<file path="config.mk">
export PLATFORM = sky130hd
export DESIGN_NAME = fmdll_lock_ctrl_flat
export DESIGN_NICKNAME = d
export VERILOG_FILES = /design/src/rtl/fmdll_lock_ctrl_if.sv /design/src/rtl/fmdll_lock_ctrl.sv /design/src/flat_wrapper.sv
export SDC_FILE = /design/constraint.sdc
export NUM_CORES = 1
export LEC_CHECK = 0
export BUFFER_PORTS_ARGS = -buffer_cell sky130_fd_sc_hd__buf_2
export CORE_MARGIN = 4
export CORE_UTILIZATION = 56
export CTS_BUF_LIST = sky130_fd_sc_hd__clkbuf_4
export DETAILED_ROUTE_END_ITERATION = 10
export GPL_ROUTABILITY_DRIVEN = 1
export PLACE_DENSITY_LB_ADDON = 0.08
export RECOVER_POWER = 50
export SYNTH_ARGS = -nofsm -noshare
export SYNTH_HDL_FRONTEND = slang
export SYNTH_SLANG_ARGS = --single-unit
</file>
<file path="constraint.sdc">
create_clock -name clk_ext -period 2.8 [get_ports clk_ext]
set_input_delay 0.14 -clock clk_ext [delete_from_list [all_inputs] [get_ports clk_ext]]
set_output_delay 0.14 -clock clk_ext [all_outputs]
set_load 0.005 [all_outputs]
</file>
<file path="src/rtl/fmdll_lock_ctrl_if.sv">
// Control/status bundle between the FMDLL lock controller and its environment
// (M/N divider counters on the input side, delay line on the output side).
interface fmdll_lock_ctrl_if #(
  parameter int CODE_W = 6
);
  // No valid/ready pairs here: start and m_wrap are one-cycle strobes sampled on
  // clk_ext, en is a level, n_wrap_tgl is a free-running toggle from another clock
  // domain; the controller never applies backpressure and consumes every strobe.
  logic              en;
  logic              start;
  logic              m_wrap;
  logic              n_wrap_tgl;
  logic [CODE_W-1:0] dcode;
  logic              locked;
  logic              busy;
  logic              err;
  logic [2:0]        state_dbg;

  modport master (
    output en, start, m_wrap, n_wrap_tgl,
    input  dcode, locked, busy, err, state_dbg
  );

  modport slave (
    input  en, start, m_wrap, n_wrap_tgl,
    output dcode, locked, busy, err, state_dbg
  );
endinterface

</file>
<file path="src/rtl/fmdll_lock_ctrl.sv">
// FMDLL lock controller: SAR acquisition of the delay code, then +/-1 tracking.
// Optional watchdog enabled by defining FMDLL_LOCK_TIMEOUT_EN.
module fmdll_lock_ctrl #(
  parameter int CODE_W   = 6,
  parameter int WIN      = 4,
  parameter int CNT_W    = 8,
  parameter int TOL      = 0,
  parameter int SETTLE   = 1,
  parameter int LOCK_CNT = 3
`ifdef FMDLL_LOCK_TIMEOUT_EN
  ,
  parameter int TIMEOUT_CYC = 1024
`endif
) (
  input  logic             clk_ext,
  input  logic             rst_n,
  fmdll_lock_ctrl_if.slave bus
);

  typedef enum logic [2:0] {
    S_IDLE       = 3'd0,
    S_SAR_SETTLE = 3'd1,
    S_SAR_MEAS   = 3'd2,
    S_SAR_EVAL   = 3'd3,
    S_TRK_SETTLE = 3'd4,
    S_TRK_MEAS   = 3'd5,
    S_TRK_EVAL   = 3'd6
  } state_e;

  localparam int MC_MAX = (SETTLE > WIN) ? SETTLE : WIN;
  localparam int MC_W   = $clog2(MC_MAX + 1);
  localparam int BIT_W  = (CODE_W > 1) ? $clog2(CODE_W) : 1;
  localparam int IR_W   = $clog2(LOCK_CNT + 1);
  localparam int WIN_LO = WIN - TOL;
  localparam int WIN_HI = WIN + TOL;

  localparam logic [CODE_W-1:0] CODE_MID    = {1'b1, {(CODE_W-1){1'b0}}};
  localparam logic [CODE_W-1:0] CODE_MAX    = '1;
  localparam logic [CNT_W-1:0]  CNT_MAX     = '1;
  localparam logic [MC_W-1:0]   SETTLE_LAST = MC_W'(SETTLE - 1);
  localparam logic [MC_W-1:0]   WIN_LAST    = MC_W'(WIN - 1);
  localparam logic [BIT_W-1:0]  BIT_TOP     = BIT_W'(CODE_W - 1);
  localparam logic [IR_W-1:0]   LOCK_C      = IR_W'(LOCK_CNT);

  state_e             state_q, state_d;
  logic [CODE_W-1:0]  dcode_q, dcode_d;
  logic [BIT_W-1:0]   bit_q, bit_d;
  logic [MC_W-1:0]    mcnt_q, mcnt_d;
  logic [CNT_W-1:0]   cnt_q, cnt_d;
  logic               open_q, open_d;
  logic [IR_W-1:0]    inrange_q, inrange_d;
  logic               locked_q, locked_d;
  logic               tgl_s1_q, tgl_s1_d;
  logic               tgl_s2_q, tgl_s2_d;
  logic               tgl_s3_q, tgl_s3_d;
  logic               n_evt;
  logic               abort;
  int                 cnt_i;

`ifdef FMDLL_LOCK_TIMEOUT_EN
  localparam int WD_W = $clog2(TIMEOUT_CYC + 1);
  localparam logic [WD_W-1:0] WD_LAST = WD_W'(TIMEOUT_CYC - 1);
  logic [WD_W-1:0] wd_q, wd_d;
  logic            err_q, err_d;
  logic            wd_hit;
`endif

  // Two synchroniser stages plus an edge register; each toggle becomes one n_evt.
  assign n_evt = tgl_s2_q ^ tgl_s3_q;

  always_comb begin
    state_d   = state_q;
    dcode_d   = dcode_q;
    bit_d     = bit_q;
    mcnt_d    = mcnt_q;
    cnt_d     = cnt_q;
    open_d    = open_q;
    inrange_d = inrange_q;
    locked_d  = locked_q;
    tgl_s1_d  = bus.n_wrap_tgl;
    tgl_s2_d  = tgl_s1_q;
    tgl_s3_d  = tgl_s2_q;
    cnt_i     = int'(cnt_q);

    unique case (state_q)
      S_IDLE: begin
        if (bus.start) begin
          bit_d    = BIT_TOP;
          dcode_d  = CODE_MID;
          locked_d = 1'b0;
          mcnt_d   = '0;
          state_d  = S_SAR_SETTLE;
        end
      end
      S_SAR_SETTLE, S_TRK_SETTLE: begin
        if (SETTLE == 0 || (bus.m_wrap && mcnt_q == SETTLE_LAST)) begin
          mcnt_d  = '0;
          cnt_d   = '0;
          open_d  = 1'b0;
          state_d = (state_q == S_SAR_SETTLE) ? S_SAR_MEAS : S_TRK_MEAS;
        end else if (bus.m_wrap) begin
          mcnt_d = mcnt_q + 1'b1;
        end
      end
      S_SAR_MEAS, S_TRK_MEAS: begin
        if (!open_q) begin
          // The opening m_wrap only arms the window; a coincident n_evt is dropped.
          if (bus.m_wrap) begin
            open_d = 1'b1;
            mcnt_d = '0;
          end
        end else begin
          if (n_evt && cnt_q != CNT_MAX) cnt_d = cnt_q + 1'b1;
          if (bus.m_wrap) begin
            if (mcnt_q == WIN_LAST) begin
              state_d = (state_q == S_SAR_MEAS) ? S_SAR_EVAL : S_TRK_EVAL;
            end else begin
              mcnt_d = mcnt_q + 1'b1;
            end
          end
        end
      end
      S_SAR_EVAL: begin
        mcnt_d = '0;
        if (cnt_i < WIN) dcode_d[bit_q] = 1'b0;
        if (bit_q != '0) begin
          bit_d          = bit_q - 1'b1;
          dcode_d[bit_d] = 1'b1;
          state_d        = S_SAR_SETTLE;
        end else begin
          state_d = S_TRK_SETTLE;
        end
      end
      S_TRK_EVAL: begin
        mcnt_d  = '0;
        state_d = S_TRK_SETTLE;
        if (cnt_i > WIN_HI) begin
          if (dcode_q != CODE_MAX) dcode_d = dcode_q + 1'b1;
          inrange_d = '0;
          locked_d  = 1'b0;
        end else if (cnt_i < WIN_LO) begin
          if (dcode_q != '0) dcode_d = dcode_q - 1'b1;
          inrange_d = '0;
          locked_d  = 1'b0;
        end else begin
          if (inrange_q != LOCK_C) inrange_d = inrange_q + 1'b1;
          if (inrange_d == LOCK_C) locked_d = 1'b1;
        end
      end
      default: state_d = S_IDLE;
    endcase

`ifdef FMDLL_LOCK_TIMEOUT_EN
    err_d  = err_q;
    wd_d   = '0;
    wd_hit = 1'b0;
    if (state_q != S_IDLE && !bus.m_wrap) begin
      if (wd_q == WD_LAST) begin
        wd_hit = 1'b1;
        err_d  = 1'b1;
      end else begin
        wd_d = wd_q + 1'b1;
      end
    end
    abort = !bus.en || wd_hit;
`else
    abort = !bus.en;
`endif

    // Leaving to IDLE keeps the delay code so the line does not jump on disable.
    if (abort) begin
      state_d   = S_IDLE;
      locked_d  = 1'b0;
      bit_d     = '0;
      mcnt_d    = '0;
      cnt_d     = '0;
      open_d    = 1'b0;
      inrange_d = '0;
      dcode_d   = dcode_q;
    end
  end

  always_ff @(posedge clk_ext or negedge rst_n) begin
    if (!rst_n) begin
      state_q   <= S_IDLE;
      dcode_q   <= CODE_MID;
      bit_q     <= '0;
      mcnt_q    <= '0;
      cnt_q     <= '0;
      open_q    <= 1'b0;
      inrange_q <= '0;
      locked_q  <= 1'b0;
      tgl_s1_q  <= 1'b0;
      tgl_s2_q  <= 1'b0;
      tgl_s3_q  <= 1'b0;
`ifdef FMDLL_LOCK_TIMEOUT_EN
      wd_q      <= '0;
      err_q     <= 1'b0;
`endif
    end else begin
      state_q   <= state_d;
      dcode_q   <= dcode_d;
      bit_q     <= bit_d;
      mcnt_q    <= mcnt_d;
      cnt_q     <= cnt_d;
      open_q    <= open_d;
      inrange_q <= inrange_d;
      locked_q  <= locked_d;
      tgl_s1_q  <= tgl_s1_d;
      tgl_s2_q  <= tgl_s2_d;
      tgl_s3_q  <= tgl_s3_d;
`ifdef FMDLL_LOCK_TIMEOUT_EN
      wd_q      <= wd_d;
      err_q     <= err_d;
`endif
    end
  end

  assign bus.dcode     = dcode_q;
  assign bus.locked    = locked_q;
  assign bus.busy      = (state_q != S_IDLE);
  assign bus.state_dbg = state_q;
`ifdef FMDLL_LOCK_TIMEOUT_EN
  assign bus.err       = err_q;
`else
  assign bus.err       = 1'b0;
`endif

endmodule

</file>
<file path="src/flat_wrapper.sv">
// flat-port wrapper written by rule: the top's interface ports become plain ports
module fmdll_lock_ctrl_flat 
#(
  parameter int CODE_W   = 6,
  parameter int WIN      = 4,
  parameter int CNT_W    = 8,
  parameter int TOL      = 0,
  parameter int SETTLE   = 1,
  parameter int LOCK_CNT = 3

)
  (clk_ext, rst_n, bus_en, bus_start, bus_m_wrap, bus_n_wrap_tgl, bus_dcode, bus_locked, bus_busy, bus_err, bus_state_dbg);
  fmdll_lock_ctrl_if #(.CODE_W(CODE_W)) bus_i ();
  input  logic clk_ext;
  input  logic rst_n;
  input wire logic [$bits(bus_i.en)-1:0] bus_en;
  input wire logic [$bits(bus_i.start)-1:0] bus_start;
  input wire logic [$bits(bus_i.m_wrap)-1:0] bus_m_wrap;
  input wire logic [$bits(bus_i.n_wrap_tgl)-1:0] bus_n_wrap_tgl;
  output wire logic [$bits(bus_i.dcode)-1:0] bus_dcode;
  output wire logic [$bits(bus_i.locked)-1:0] bus_locked;
  output wire logic [$bits(bus_i.busy)-1:0] bus_busy;
  output wire logic [$bits(bus_i.err)-1:0] bus_err;
  output wire logic [$bits(bus_i.state_dbg)-1:0] bus_state_dbg;
  assign bus_i.en = bus_en;
  assign bus_i.start = bus_start;
  assign bus_i.m_wrap = bus_m_wrap;
  assign bus_i.n_wrap_tgl = bus_n_wrap_tgl;
  assign bus_dcode = bus_i.dcode;
  assign bus_locked = bus_i.locked;
  assign bus_busy = bus_i.busy;
  assign bus_err = bus_i.err;
  assign bus_state_dbg = bus_i.state_dbg;
  fmdll_lock_ctrl #(.CODE_W(CODE_W), .WIN(WIN), .CNT_W(CNT_W), .TOL(TOL), .SETTLE(SETTLE), .LOCK_CNT(LOCK_CNT)) u_core (.clk_ext(clk_ext), .rst_n(rst_n), .bus(bus_i));
endmodule
</file>
==> metrics <==
final period utilization 0.930; DRC viols 0; Sw Pwr 0.000535 W; first-pass GRT wire length 7290 µm; clock edge transition at the registers on the reported setup and hold paths 0.10 ns; total global routing track utilization 0.183; Yosys cell types 54; Register Area 752 µm²; Max VDD drop 0.000327 V; sequential share of power 0.409; Finished Layout Cells 315; CTS sink count 30; Post-Route Skew 0.00791 ns; fillers 337; Reg2Reg Depth 10; Ys Warns 0; RSZ-0062 raised after global routing no; vias in the first global route 1612; PwrDens 579 mW/mm²; max-cap check violation count 1; final setup fails 0; CTS Buf Count 5; Hold Vio Cnt, Final 0; clock power share 0.191; Worst Setup End Kind flip-flop; Internal 0.000799 W; Seq/Total Area, Yosys 0.353; grt total ovfl 0; Gate power share 0.400; switching portion of total power 0.401; crit path cell chain or4_4 > nor3_2 > buf_4 > ha_1 > a21oi_1 > nand2_1 > a31oi_1 > xnor2_1 > o32a_1 > o22a_1; Antenna Nets Post-Route 0; startpoint types flip-flop; r2r endpoint u_core.bus.dcode[5]$_DFFE_PN1P_; Die W 69.7 µm; WP data required 3.07 ns; first-pass detailed-route iteration total 4; placed cells 305; family with the most delay on the worst path compound AO/OA/AOI/OAI gates; Top Ports 18; Netlist Area Pre-Place 0.00213 mm²; Final Max Tran Viols 31; Synth Area per Inst 8.51 µm²; Tmin final 2.60 ns; critical path class flip-flop to flip-flop; Primary FF master, synth dfrtp_1; fmax 384 MHz; critical path arrival 2.88 ns; violated checks max-capacitance violations, max-slew violations; Util after Layout 0.630; asr flop ratio synth 1.00; die area 0.00485 mm²; ant diodes 0; Reg2Reg Setup Slack 0.20 ns; vias per cell 5.73; CP max-delay cell or4_4; status finished, violations left; Worst Path Buf+Inv 1; Post-Syn Nets 269; clk buf depth 2; Starting Density 0.581; initial drt markers 120; #FFs+latches synth 30; Worst Path Max Fanout 7; DPL Wire Length 3100 µm; Gate Count Post-Synth 250; worst-skew pair later-pin latency 0.33 ns; Hold Path Stages 2; TritonCTS clock tree done; area of the multi-input gates 0.00125 mm²; DIE HEIGHT 69.7 µm; Core Area 0.00366 mm²; largest net degree at the start of global routing 31; nets 285; Area Growth Syn to Fin 8.29%; Setup TNS Final 0 ns; H-tree levels 2; layout cells sized above 1 0.139; RePlAce Congestion 0.807; per-cell routed wire length 13.7 µm; initial antenna violation count 0; I/O Buffers 16; WHS Endpoint u_core.bit_q[0]$_DFFE_PN0P_; Post-synth EDFFs 0; slew at the pin closest to its max-slew limit 1.69 ns; hold_sp bus_en; Routed WL 4310 µm; post-cts sizing count 0; FP Rows 22; Relative slew margins -0.128; worst stage delay on the critical path 0.55 ns; worst r2r src u_core.cnt_q[6]$_DFFE_PN0P_; CTS root buf clkbuf_4; vias post-DR 1805; Worst Hold Class primary input to flip-flop; Leak Pwr 1.09 nW
[area by class of cell]
type | count | share of cell area
multi-input combinational | 191 | 0.543
sequential | 30 | 0.326
timing repair buffer | 22 | 0.0554
inverter | 16 | 0.0261
tap | 48 | 0.0261
clock buffer | 6 | 0.0195
clock inverter | 2 | 0.00380
[sequential cells by signal, indices dropped and copies added, names as in the netlist, 2 cells and up]
| name | cells |
|---|---|
| u_core.cnt_q | 8 |
| u_core.bus.dcode | 6 |
| u_core.bit_q | 3 |
| u_core.bus.state_dbg | 3 |
| u_core.mcnt_q | 3 |
| u_core.inrange_q | 2 |
[logic make-up (layout without fill, tap and decap cells)]
logic type | count (synthesis) | count (layout) | share of synthesized area
AO/OA/AOI/OAI | 81 | 81 | 0.248
XOR/XNOR | 7 | 7 | 0.0288
adder cells (fa/ha/maj) | 13 | 13 | 0.0800
buffers and inverters | 29 | 46 | 0.0588
flip-flops | 30 | 30 | 0.353
multiplexers | 6 | 6 | 0.0300
other | 1 | 1 | 0.00176
AND/OR/NAND/NOR | 83 | 83 | 0.200
[power groups by stage]
stage	clock network (W)	logic, W	registers (W)
floorplan	0	0.000450	0.000515
CTS	0.000268	0.000537	0.000545
global route	0.000288	0.000598	0.000556
global placement	0	0.000533	0.000553
finish	0.000255	0.000533	0.000546
detailed placement	0	0.000532	0.000554
[worst max path at each step]
stage / end / cells past startpoint / from / slack [ns]
after CTS: u_core.bus.dcode[5]$_DFFE_PN1P_ / 10 / u_core.cnt_q[6]$_DFFE_PN0P_ / 0.17
after detailed placement: u_core.bus.dcode[5]$_DFFE_PN1P_ / 10 / u_core.cnt_q[6]$_DFFE_PN0P_ / 0.18
after global routing: u_core.bus.dcode[5]$_DFFE_PN1P_ / 10 / u_core.cnt_q[7]$_DFFE_PN0P_ / 0.03
final: u_core.bus.dcode[5]$_DFFE_PN1P_ / 10 / u_core.cnt_q[6]$_DFFE_PN0P_ / 0.20
after floorplan: u_core.bus.dcode[5]$_DFFE_PN1P_ / 9 / u_core.cnt_q[6]$_DFFE_PN0P_ / 0.19
after global placement: u_core.bus.dcode[5]$_DFFE_PN1P_ / 10 / u_core.cnt_q[6]$_DFFE_PN0P_ / 0.25
[layer usage]
| layer | wire, µm | track usage | share of wire | vias to the layer above |
|---|---|---|---|---|
| met2 | 2090 | 0.307 | 0.48 | 32 |
| met1 | 2010 | 0.232 | 0.46 | 842 |
| met4 | 76 | 0.0638 | 0.018 | 0 |
| met3 | 140 | 0.0406 | 0.032 | 8 |
| li1 | - | - | - | 923 |
| met5 | 0 | 0 | 0 | - |
[placed cells by master, fill, tap and decap left out, drive strengths merged, types with 4 or more instances in the layout]
cell type and count:
dfrtp 29, xor2 4, inv 16, buf 18, and3 6, nand2 23, ha 12, or3 4
nor3 5, and2 5, a31oi 10, clkbuf 8, a21oi 17, nor2b 7, nand3 5, o21ai 30
nor2 18
[what timing repair did]
action / in CTS / in global routing
hold buffers: 2 / 0
hold endpoints to repair: 30 / 0
setup buffers: 0 / 0
[synth_stat cells, types with 3 or more instances]
cell type / number / share of area
clkbuf_1: 10 / 0.018
inv_1: 16 / 0.028
nor2_1: 18 / 0.032
ha_1: 12 / 0.071
a21oi_1: 17 / 0.040
mux2_2: 3 / 0.016
nand3_1: 5 / 0.012
nand2_1: 23 / 0.041
xnor2_1: 3 / 0.012
o31ai_1: 3 / 0.011
mux2i_1: 3 / 0.014
o21ai_2: 3 / 0.012
o21a_1: 3 / 0.011
dfrtp_1: 29 / 0.34
nor3_1: 4 / 0.0094
o21ai_0: 20 / 0.047
o21ai_1: 7 / 0.016
a31oi_1: 10 / 0.029
and3_1: 6 / 0.018
xor2_1: 4 / 0.016
and2_1: 4 / 0.012
nor2b_1: 7 / 0.021
nand2b_1: 3 / 0.0088
or3_1: 3 / 0.0088
[worst register-to-register path, stage by stage (launching register included)]
cell and delay, ns:
dfrtp_1 0.42, or4_4 0.55, nor3_2 0.11, buf_4 0.17, ha_1 0.26, a21oi_1 0.15
nand2_1 0.09, a31oi_1 0.21, xnor2_1 0.11, o32a_1 0.29, o22a_1 0.20
[metrics by stage]
stage,hold WS [ns],worst slack (ns),cell area [µm²],total power [W]
after CTS,0.188,0.175,2310,0.00135
after floorplan,-0.156,0.194,2130,0.000964
after global placement,0.229,0.251,2230,0.00109
final,0.199,0.195,2300,0.00133
after detailed placement,0.226,0.176,2230,0.00109
after global routing,0.193,0.0271,2300,0.00144
(Power assumes the default switching activity.)
